### config.mk
export PLATFORM = sky130hd
export DESIGN_NAME = pp_accum_pipe
export DESIGN_NICKNAME = d
export VERILOG_FILES = /design/src/rtl/pp_accum_pipe.sv
export SDC_FILE = /design/constraint.sdc
export NUM_CORES = 1
export LEC_CHECK = 0
export BUFFER_PORTS_ARGS = -buffer_cell sky130_fd_sc_hd__buf_2
export CAP_MARGIN = 5
export CORE_UTILIZATION = 60
export DETAILED_ROUTE_END_ITERATION = 6
export PLACE_DENSITY = 0.85
export SLEW_MARGIN = 40
export SYNTH_ARGS = -nofsm -noshare
export SYNTH_HDL_FRONTEND = slang
export SYNTH_SLANG_ARGS = --single-unit
### constraint.sdc
create_clock -name clk -period 9.4 [get_ports clk]
set_input_delay 1.41 -clock clk [delete_from_list [all_inputs] [get_ports clk]]
set_output_delay 1.41 -clock clk [all_outputs]
set_load 0.02 [all_outputs]
### src/rtl/pp_accum_pipe.sv
// Two-stage partial-product accumulator: per-row shifted sums in S1, row total in S2.
// Optional multi-beat group accumulation enabled by defining PP_ACCUM_MULTI_EN.
`timescale 1ns/1ps
module pp_accum_pipe #(
    parameter int unsigned PP_W     = 45,
    parameter int unsigned RADIX    = 54,
    parameter int unsigned COLS     = 3,
    parameter int unsigned ROWS     = 2,
    parameter int unsigned COL_STEP = 18,
    parameter int unsigned ROW_OFF  = 27
) (
    input  logic                         clk,
    input  logic                         rst_n,
    input  logic                         in_valid,
    output logic                         in_ready,
    input  logic [ROWS*COLS*PP_W-1:0]    in_pp,
    input  logic                         in_last,
    output logic                         out_valid,
    input  logic                         out_ready,
    output logic [2*RADIX-1:0]           out_res,
    output logic [7:0]                   out_beats
);

    localparam int unsigned OUT_W = 2 * RADIX;

    logic [OUT_W-1:0] row_sum [ROWS];
    logic [OUT_W-1:0] s1_row_d [ROWS];
    logic [OUT_W-1:0] s1_row_q [ROWS];
    logic [OUT_W-1:0] s1_total;
    logic             s1_valid_d, s1_valid_q;
    logic             s1_last_d, s1_last_q;
    logic             out_valid_d, out_valid_q;
    logic [OUT_W-1:0] out_res_d, out_res_q;
    logic [7:0]       out_beats_d, out_beats_q;
    logic             s2_load, s1_load, accept, xfer;

    assign s2_load  = !out_valid_q || out_ready;
    assign s1_load  = !s1_valid_q || s2_load;
    assign accept   = in_valid && s1_load;
    assign xfer     = s1_valid_q && s2_load;
    assign in_ready = s1_load;

    // Zero-extend each product to OUT_W, shift into its weight, sum per row.
    always_comb begin
        for (int r = 0; r < int'(ROWS); r++) begin
            row_sum[r] = '0;
            for (int c = 0; c < int'(COLS); c++) begin
                row_sum[r] = row_sum[r] +
                    (OUT_W'(in_pp[(r*int'(COLS)+c)*int'(PP_W) +: PP_W]) << (r*int'(ROW_OFF) + c*int'(COL_STEP)));
            end
        end
    end

    always_comb begin
        s1_valid_d = s1_valid_q;
        s1_last_d  = s1_last_q;
        for (int r = 0; r < int'(ROWS); r++) begin
            s1_row_d[r] = s1_row_q[r];
        end
        if (s1_load) begin
            s1_valid_d = in_valid;
        end
        if (accept) begin
            s1_last_d = in_last;
            for (int r = 0; r < int'(ROWS); r++) begin
                s1_row_d[r] = row_sum[r];
            end
        end
    end

    always_comb begin
        s1_total = '0;
        for (int r = 0; r < int'(ROWS); r++) begin
            s1_total = s1_total + s1_row_q[r];
        end
    end

`ifdef PP_ACCUM_MULTI_EN
    logic [OUT_W-1:0] acc_d, acc_q, acc_next;
    logic [7:0]       cnt_d, cnt_q, cnt_next;
    logic             first_d, first_q;

    // Group accumulation; a result is published only on the group's last beat.
    always_comb begin
        acc_d       = acc_q;
        cnt_d       = cnt_q;
        first_d     = first_q;
        out_res_d   = out_res_q;
        out_beats_d = out_beats_q;
        out_valid_d = out_valid_q && !out_ready;
        acc_next    = first_q ? s1_total : acc_q + s1_total;
        cnt_next    = first_q ? 8'd1 : ((cnt_q == 8'hFF) ? cnt_q : cnt_q + 8'd1);
        if (xfer) begin
            acc_d   = acc_next;
            cnt_d   = cnt_next;
            first_d = s1_last_q;
            if (s1_last_q) begin
                out_res_d   = acc_next;
                out_beats_d = cnt_next;
                out_valid_d = 1'b1;
            end
        end
    end

    always_ff @(posedge clk) begin
        if (!rst_n) begin
            acc_q   <= '0;
            cnt_q   <= '0;
            first_q <= 1'b1;
        end else begin
            acc_q   <= acc_d;
            cnt_q   <= cnt_d;
            first_q <= first_d;
        end
    end
`else
    logic unused_last;
    assign unused_last = s1_last_q;

    always_comb begin
        out_res_d   = out_res_q;
        out_beats_d = out_beats_q;
        out_valid_d = out_valid_q && !out_ready;
        if (xfer) begin
            out_res_d   = s1_total;
            out_beats_d = 8'd1;
            out_valid_d = 1'b1;
        end
    end
`endif

    always_ff @(posedge clk) begin
        if (!rst_n) begin
            s1_valid_q  <= 1'b0;
            s1_last_q   <= 1'b0;
            out_valid_q <= 1'b0;
            out_res_q   <= '0;
            out_beats_q <= '0;
            for (int r = 0; r < int'(ROWS); r++) begin
                s1_row_q[r] <= '0;
            end
        end else begin
            s1_valid_q  <= s1_valid_d;
            s1_last_q   <= s1_last_d;
            out_valid_q <= out_valid_d;
            out_res_q   <= out_res_d;
            out_beats_q <= out_beats_d;
            for (int r = 0; r < int'(ROWS); r++) begin
                s1_row_q[r] <= s1_row_d[r];
            end
        end
    end

    assign out_valid = out_valid_q;
    assign out_res   = out_res_q;
    assign out_beats = out_beats_q;

endmodule

==> run_results.csv, run 1 <==
group,metric,value,unit
run_status,outcome,"completed",
detailed_routing,postRouteAntennaNets,0,
timing,worstMarginPinSlew,0.8419,ns
timing,setup_viol,0,
timing,hold_violations,0,
worst_hold_path,whs_path_depth,2,
die,core_area,32620,µm²
cts,cts_buffers,28,
cts,clock-sinks,274,
timing,slew_headroom,0.4349,
cells_and_area,area_growth,15.15,%
power_and_ir_drop,p_per_area,166.3,nW/µm²
critical_path,crit_required,9.81,ns
critical_path,critPathMaxFanout,8,
global_routing,grt_antenna_before_repair,0,
detailed_routing,highest_layer,"met4",
cells_and_area,n_fill_cell,2698,
detailed_routing,vias_per_cell,6.072,
die,dieArea,34000,µm²
cts,clk_path_buf_depth,3,
detailed_routing,totalWireLength,57890,µm
critical_path,rrSetupSlack,5.50,ns
die,rows,66,
cts,h-tree-depth,1,
timing,period_share,0.5436,
detailed_routing,wl_met3,4290,µm
detailed_routing,vias,20170,
critical_path,ff2ff_path_depth,12,
yosys,synth_cells,2583,
timing,grt_setup_unrepaired,"false",
yosys,ys_seq_area_frac,0.2748,
global_routing,grt_pass1_wl,91890,µm
worst_hold_path,whs_endpoint,"out_res[48]$_SDFFE_PN0P_",
yosys,yosysMostFrequentCell,"nand2_1",
detailed_routing,met1Wirelength,24560,µm
detailed_routing,drc,0,
cells_and_area,n_antenna_cell,0,
yosys,mappedNetlistArea,19960,µm²
die,io_pins,393,
cells_and_area,drive_gt1_frac,0.1660,
yosys,async_flop_share,0,
yosys,syn_area_per_cell,7.727,µm²
worst_hold_path,hp-class,"register to register",
cts,cts_hold_buf,0,
yosys,yosysUniqueCellTypes,83,
yosys,synth-main-ff-cell,"dfxtp_1",
yosys,yosys_warnings,0,
yosys,synth_top_cell_by_area,"dfxtp_1",
cts,clkTransAtPathRegs,0.06,ns
global_routing,overflow,0,
critical_path,crit_arrival,5.52,ns
detailed_routing,routedWlPerCell,17.43,µm
critical_path,worstSetupStartpoint,"in_pp[154]",
power_and_ir_drop,leakagePower,10.38,nW
placement,dp_cells,3271,
global_routing,grtUsageTotal,0.3295,
placement,io_buffer_count,384,
die,die_w,184.4,µm
die,die_h,184.4,µm
cts,clk_latency,0.55,ns
yosys,ys_seq_elements,274,
cts,cts_resized,0,
timing,whs,0.4463,ns
power_and_ir_drop,ir_drop,0.1049,mV
global_routing,first_global_vias,18490,
yosys,yosys-top-cells-area,"dfxtp_1, ha_1, a21oi_1, nand2_1, xnor2_1",
critical_path,reg2reg_from,"s1_row_q[0][27]$_SDFFE_PN0P_",
critical_path,worstSetupPathType,"input port to register",
yosys,synth.top_cell.area_share,0.2748,
worst_hold_path,hp-start,"out_res[48]$_SDFFE_PN0P_",
timing,fin_crit,5.110,ns
detailed_routing,dr.first_iter.drc_count,1218,
placement,dp_hpwl,44130,µm
yosys,synth.cells.most_frequent,"nand2_1, a21oi_1, dfxtp_1, ha_1, o21ai_0",
detailed_routing,dr.pass1.iters,5,
placement,gp_congestion,0.9433,
global_routing,grt_max_degree,106,
detailed_routing,wl_met2,27100,µm
die,start_util,0.6119,
critical_path,startpoint_type,"input port",
timing,slew_violations,0,
cts,postCtsSetupBuffers,0,
cts,cts_tree,"yes",
cells_and_area,nets,3372,
cts,cts_root_buf,"clkbuf_16",
timing,fin_skew,0.02412,ns
timing,fmax,195.7,MHz
critical_path,timing.rr.end,"out_res[83]$_SDFFE_PN0P_",
timing,tns,0,ns
cells_and_area,final_cells,3322,
job,drv_cap,0,
yosys,synth_edf_count,0,
power_and_ir_drop,power,3.822,mW
critical_path,cp-end-kind,"register",
## cell families after synthesis
| kind of cell | count (synthesis) | share of synthesized area |
|---|---|---|
| buf+inv | 205 | 0.04244 |
| other cells | 1 | 0.0001879 |
| xor+xnor | 165 | 0.07240 |
| fa+ha+maj | 238 | 0.1571 |
| flops | 274 | 0.2748 |
| mux | 8 | 0.004012 |
| simple gates | 865 | 0.1993 |
| compound gates | 827 | 0.2497 |
## how the worst max path moves through the flow
| stage | endpoint |
|---|---|
| after global placement | s1_row_q[0][210]$_SDFFE_PN0P_ |
| after global routing | s1_row_q[0][210]$_SDFFE_PN0P_ |
| after detailed placement | s1_row_q[0][202]$_SDFFE_PN0P_ |
| after floorplan | s1_row_q[0][204]$_SDFFE_PN0P_ |
| final | s1_row_q[0][210]$_SDFFE_PN0P_ |
| after CTS | s1_row_q[0][210]$_SDFFE_PN0P_ |
## power breakdown
part	internal, mW	switching [mW]	leakage, nW	total [mW]
logic	0.488	0.769	7.65	1.26
clock network	0.747	0.479	0.486	1.23
registers	1.26	0.0744	2.25	1.34
total	2.50	1.32	10.4	3.82
## through the flow
step                utilization  setup WS, ns  area [µm²]
finish                   0.7046         4.290       22980
global route             0.7046         4.013       22980
CTS                      0.7043         4.420       22970
detailed placement       0.6728         3.882       21950
global placement         0.6710         3.952       21890
floorplan                     -         4.933       19980
## worst max-delay path, stage by stage
cell	delay, ns
buf_2	0.10
ha_1	0.28
ha_1	0.24
fa_1	0.43
a211oi_1	0.34
nor3_1	0.16
o21a_1	0.26
a21oi_1	0.40
a311oi_1	0.26
o21ai_0	0.66
o21ai_1	0.44
nand3_1	0.20
xor2_1	0.24
a21oi_1	0.10
## layout by cell type (no fill, tap or decap), types with 6 or more instances in the layout
cell / n
nor3b_1: 9
buf_2: 384
a31o_2: 6
a21o_1: 88
or3_1: 18
dfxtp_1: 274
and3_1: 23
and2_1: 9
a221oi_1: 6
nand4_1: 47
nor4b_2: 6
o21bai_1: 19
nor2b_1: 19
mux2i_1: 8
conb_1: 7
clkbuf_16: 29
o211ai_1: 14
a21oi_1: 362
nor2_1: 134
xor2_1: 54
nor3_1: 46
inv_1: 51
o21ai_0: 162
a211oi_1: 36
ha_1: 217
o21a_1: 23
bufinv_16: 6
nand2_1: 431
a31oi_1: 25
o31ai_1: 11
nand3_1: 77
a21boi_0: 6
xnor2_1: 111
fa_1: 21
a211o_1: 10
nand2b_1: 8
a311oi_1: 9
## final cells by class
cell class                 instances  area (µm²)  area share
clock buffer                      34       764.5     0.03326
clock inverter                    17       262.8     0.01143
inverter                          52       200.2    0.008711
tap                              442       553.0     0.02406
timing repair buffer             393        2029     0.08831
sequential                       274        5485      0.2387
multi-input combinational       2110       13690      0.5955
## flip-flops by register name, indices dropped and copies added (netlist names)
name,cells
out_valid,1
s1_valid_q,1
out_beats,1
s1_row_q,163
out_res,108
## routing by layer
| metal | vias up | GRT usage |
|---|---|---|
| li1 | 9788 | - |
| met1 | 9452 | 0.4276 |
| met2 | 807 | 0.5606 |
| met3 | 124 | 0.04209 |
| met4 | 0 | 0.1127 |
| met5 | - | 0 |
(Power assumes the default switching activity.)
==> run 2: changes to the inputs <==
--- a/config.mk
+++ b/config.mk
@@ -5,11 +5,12 @@
 export SDC_FILE = /design/constraint.sdc
 export NUM_CORES = 1
 export LEC_CHECK = 0
+export ABC_AREA = 1
 export BUFFER_PORTS_ARGS = -buffer_cell sky130_fd_sc_hd__buf_2
 export CAP_MARGIN = 5
-export CORE_UTILIZATION = 60
+export CORE_UTILIZATION = 59
 export DETAILED_ROUTE_END_ITERATION = 6
-export PLACE_DENSITY = 0.85
+export PLACE_DENSITY = 0.81
 export SLEW_MARGIN = 40
 export SYNTH_ARGS = -nofsm -noshare
 export SYNTH_HDL_FRONTEND = slang
==> constraint.sdc (replaced) <==
create_clock -name clk -period 5.3 [get_ports clk]
set_input_delay 0.795 -clock clk [delete_from_list [all_inputs] [get_ports clk]]
set_output_delay 0.795 -clock clk [all_outputs]
set_load 0.02 [all_outputs]
==> run_results.csv, run 2 <==
group,metric,value,unit
cells_and_area,largest_reg_flops,163,
power_and_ir_drop,ir_drop,0.2647,mV
detailed_routing,dr.first_iter.drc_count,3097,
yosys,ys_seq_elements,274,
yosys,synth_edf_count,0,
yosys,synth-main-ff-cell,"dfxtp_1",
critical_path,critPathTopFamily,"simple AND/OR/NAND/NOR gates",
cts,h-tree-depth,1,
cts,clkTransAtPathRegs,0.07,ns
detailed_routing,vias,29800,
die,start_util,0.5983,
placement,pre_cts_ws,1.741,ns
placement,dp_hpwl,73160,µm
timing,fin_crit,3.065,ns
critical_path,worstPathBufferInverterCount,2,
critical_path,critPathMaxFanout,5,
yosys,yosys-top-cells-area,"dfxtp_1, nand2_1, inv_1, nor2_1, ha_1",
die,rows,77,
yosys,mappedNetlistArea,26460,µm²
cts,cts_hold_buf,0,
detailed_routing,totalWireLength,87970,µm
power_and_ir_drop,p_per_area,242.0,nW/µm²
die,dieArea,45700,µm²
yosys,synth.top_cell.area_share,0.2073,
detailed_routing,vias_per_cell,5.286,
yosys,ys_seq_area_frac,0.2073,
cells_and_area,nets,5539,
critical_path,worstSetupPathType,"input port to register",
timing,hold_violations,0,
die,die_h,213.8,µm
cells_and_area,area_growth,12.36,%
run_status,outcome,"completed",
die,io_pins,393,
timing,worstMarginPinSlew,0.8368,ns
cells_and_area,regMostFlops,"s1_row_q",
critical_path,path_cells,"buf_2 > ha_1 > ha_1 > fa_1 > nand3_1 > nand2_1 > nand2_1 > nand2_2 > nand2_1 > nand2_2 > nand2_1 > nand2_1 > nand2_1 > nand3_1 > nand2_1 > nand3_1 > nand2_1 > inv_1",
cts,clk_latency,0.57,ns
cells_and_area,seq_area,5485,µm²
timing,grt_setup_unrepaired,"false",
cts,clock-sinks,274,
timing,fmax,326.2,MHz
critical_path,startpoint_type,"input port",
global_routing,grt_pass1_wl,135000,µm
cells_and_area,mostFrequentLayoutCells,"nand2_1, inv_1, nor2_1",
cells_and_area,multi_input_area,17260,µm²
critical_path,crit_arrival,3.53,ns
yosys,yosys_warnings,0,
placement,io_buffer_count,384,
critical_path,critPathMaxStageDelay,0.54,ns
cells_and_area,drive_gt1_frac,0.1096,
placement,gp_congestion,1.016,
yosys,syn_area_per_cell,5.638,µm²
cells_and_area,layout_commonest_cell,"nand2_1",
yosys,synth.cells.most_frequent,"nand2_1, inv_1, nor2_1, dfxtp_1, o21ai_0",
detailed_routing,postRouteAntennaNets,0,
global_routing,first_global_vias,26130,
critical_path,cp_slowest_cell,"fa_1",
cts,cts_resized,0,
yosys,async_flop_share,0,
global_routing,overflow,0,
detailed_routing,dr.pass1.iters,7,
cts,postCtsSetupBuffers,0,
cts,cts_tree,"yes",
detailed_routing,drc,0,
timing,fin_skew,0.01713,ns
detailed_routing,routedWlPerCell,15.60,µm
timing,slew_violations,0,
critical_path,crit_path_frequent_cell,"nand2_1",
power_and_ir_drop,power,7.196,mW
critical_path,cp-end-kind,"register",
yosys,yosysUniqueCellTypes,44,
cts,cts_root_buf,"clkbuf_16",
cts,clk_path_buf_depth,3,
global_routing,grt_max_degree,106,
critical_path,crit_required,5.76,ns
power_and_ir_drop,leakagePower,17.55,nW
die,die_w,213.8,µm
yosys,synth_top_cell_by_area,"dfxtp_1",
timing,layout_setup_ws,2.235,ns
timing,slew_headroom,0.4421,
global_routing,grt_antenna_before_repair,1,
cells_and_area,n_fill_cell,4297,
die,core_area,44220,µm²
yosys,synth_cells,4693,
global_routing,grtUsageTotal,0.3773,
timing,period_share,0.5784,
worst_hold_path,hp-class,"register to register",
cts,cts_buffers,27,
yosys,yosysMostFrequentCell,"nand2_1",
timing,tns,0,ns
job,drv_cap,0,
timing,setup_viol,0,
==> run 2: metal layers <==
metal	track usage	part of all wire	vias to the layer above	wire, µm
li1	-	-	15060	-
met1	0.5379	0.45	13340	39300
met2	0.6045	0.43	1262	38140
met3	0.04525	0.098	137	8611
met4	0.08547	0.022	0	1920
met5	0	0	-	0
==> run 2: worst paths after layout <==
path / from / end / slack [ns] / depth (start not counted)
hold / removal: s1_row_q[0][24]$_SDFFE_PN0P_ / out_res[24]$_SDFFE_PN0P_ / 0.46 / 2
setup reg to reg: s1_row_q[0][79]$_SDFFE_PN0P_ / out_res[98]$_SDFFE_PN0P_ / 2.67 / 14
hold reg to reg: s1_row_q[0][24]$_SDFFE_PN0P_ / out_res[24]$_SDFFE_PN0P_ / 0.46 / 2
setup / recovery: in_pp[19] / s1_row_q[0][69]$_SDFFE_PN0P_ / 2.23 / 18
==> run 2: cell type report <==
type,count,area share
repair buffers,392,0.06793
diodes,1,0.00008417
flip-flops and latches,274,0.1845
clock inverters,6,0.002357
clock buffers,42,0.02731
well taps,592,0.02491
multi-input cells,3446,0.5807
inverters,885,0.1122
==> run 2: stage by stage <==
step	hold slack, ns	area [µm²]	util	std cells
after floorplan	0.4297	26480	-	4699
final	0.4643	29730	0.6723	5638
after detailed placement	0.4519	28840	0.6522	5589
after CTS	0.4604	29720	0.6722	5637
after global routing	0.4700	29730	0.6722	5637
after global placement	0.4371	28840	0.6522	5589
==> run 2: power breakdown <==
part           total [mW]  leakage [nW]  switching (mW)  internal (mW)
combinational        2.88          14.8            1.97          0.913
clock                1.93         0.434           0.827           1.10
sequential           2.39          2.27           0.133           2.25
total                7.20          17.5            2.93           4.27
==> run 2: worst min-delay path, delay by kind of cell (launching register included) <==
kind,cells,cell delay [ns]
AOI/OAI and AO/OA,1,0.07
buffers and inverters,1,0.06
DFF,1,0.30
==> run 2: cells by family (layout without fill, tap and decap cells) <==
logic type | after synthesis | count (layout) | synth area share
other | 1 | 8 | 0.0001417
xor gates and xnor gates | 88 | 88 | 0.02913
and+or+nand+nor | 2597 | 2597 | 0.4026
AOI/OAI and AO/OA | 516 | 516 | 0.1009
DFF | 274 | 274 | 0.2073
adders and majority gates | 238 | 238 | 0.1185
buffers and inverters | 979 | 1325 | 0.1414
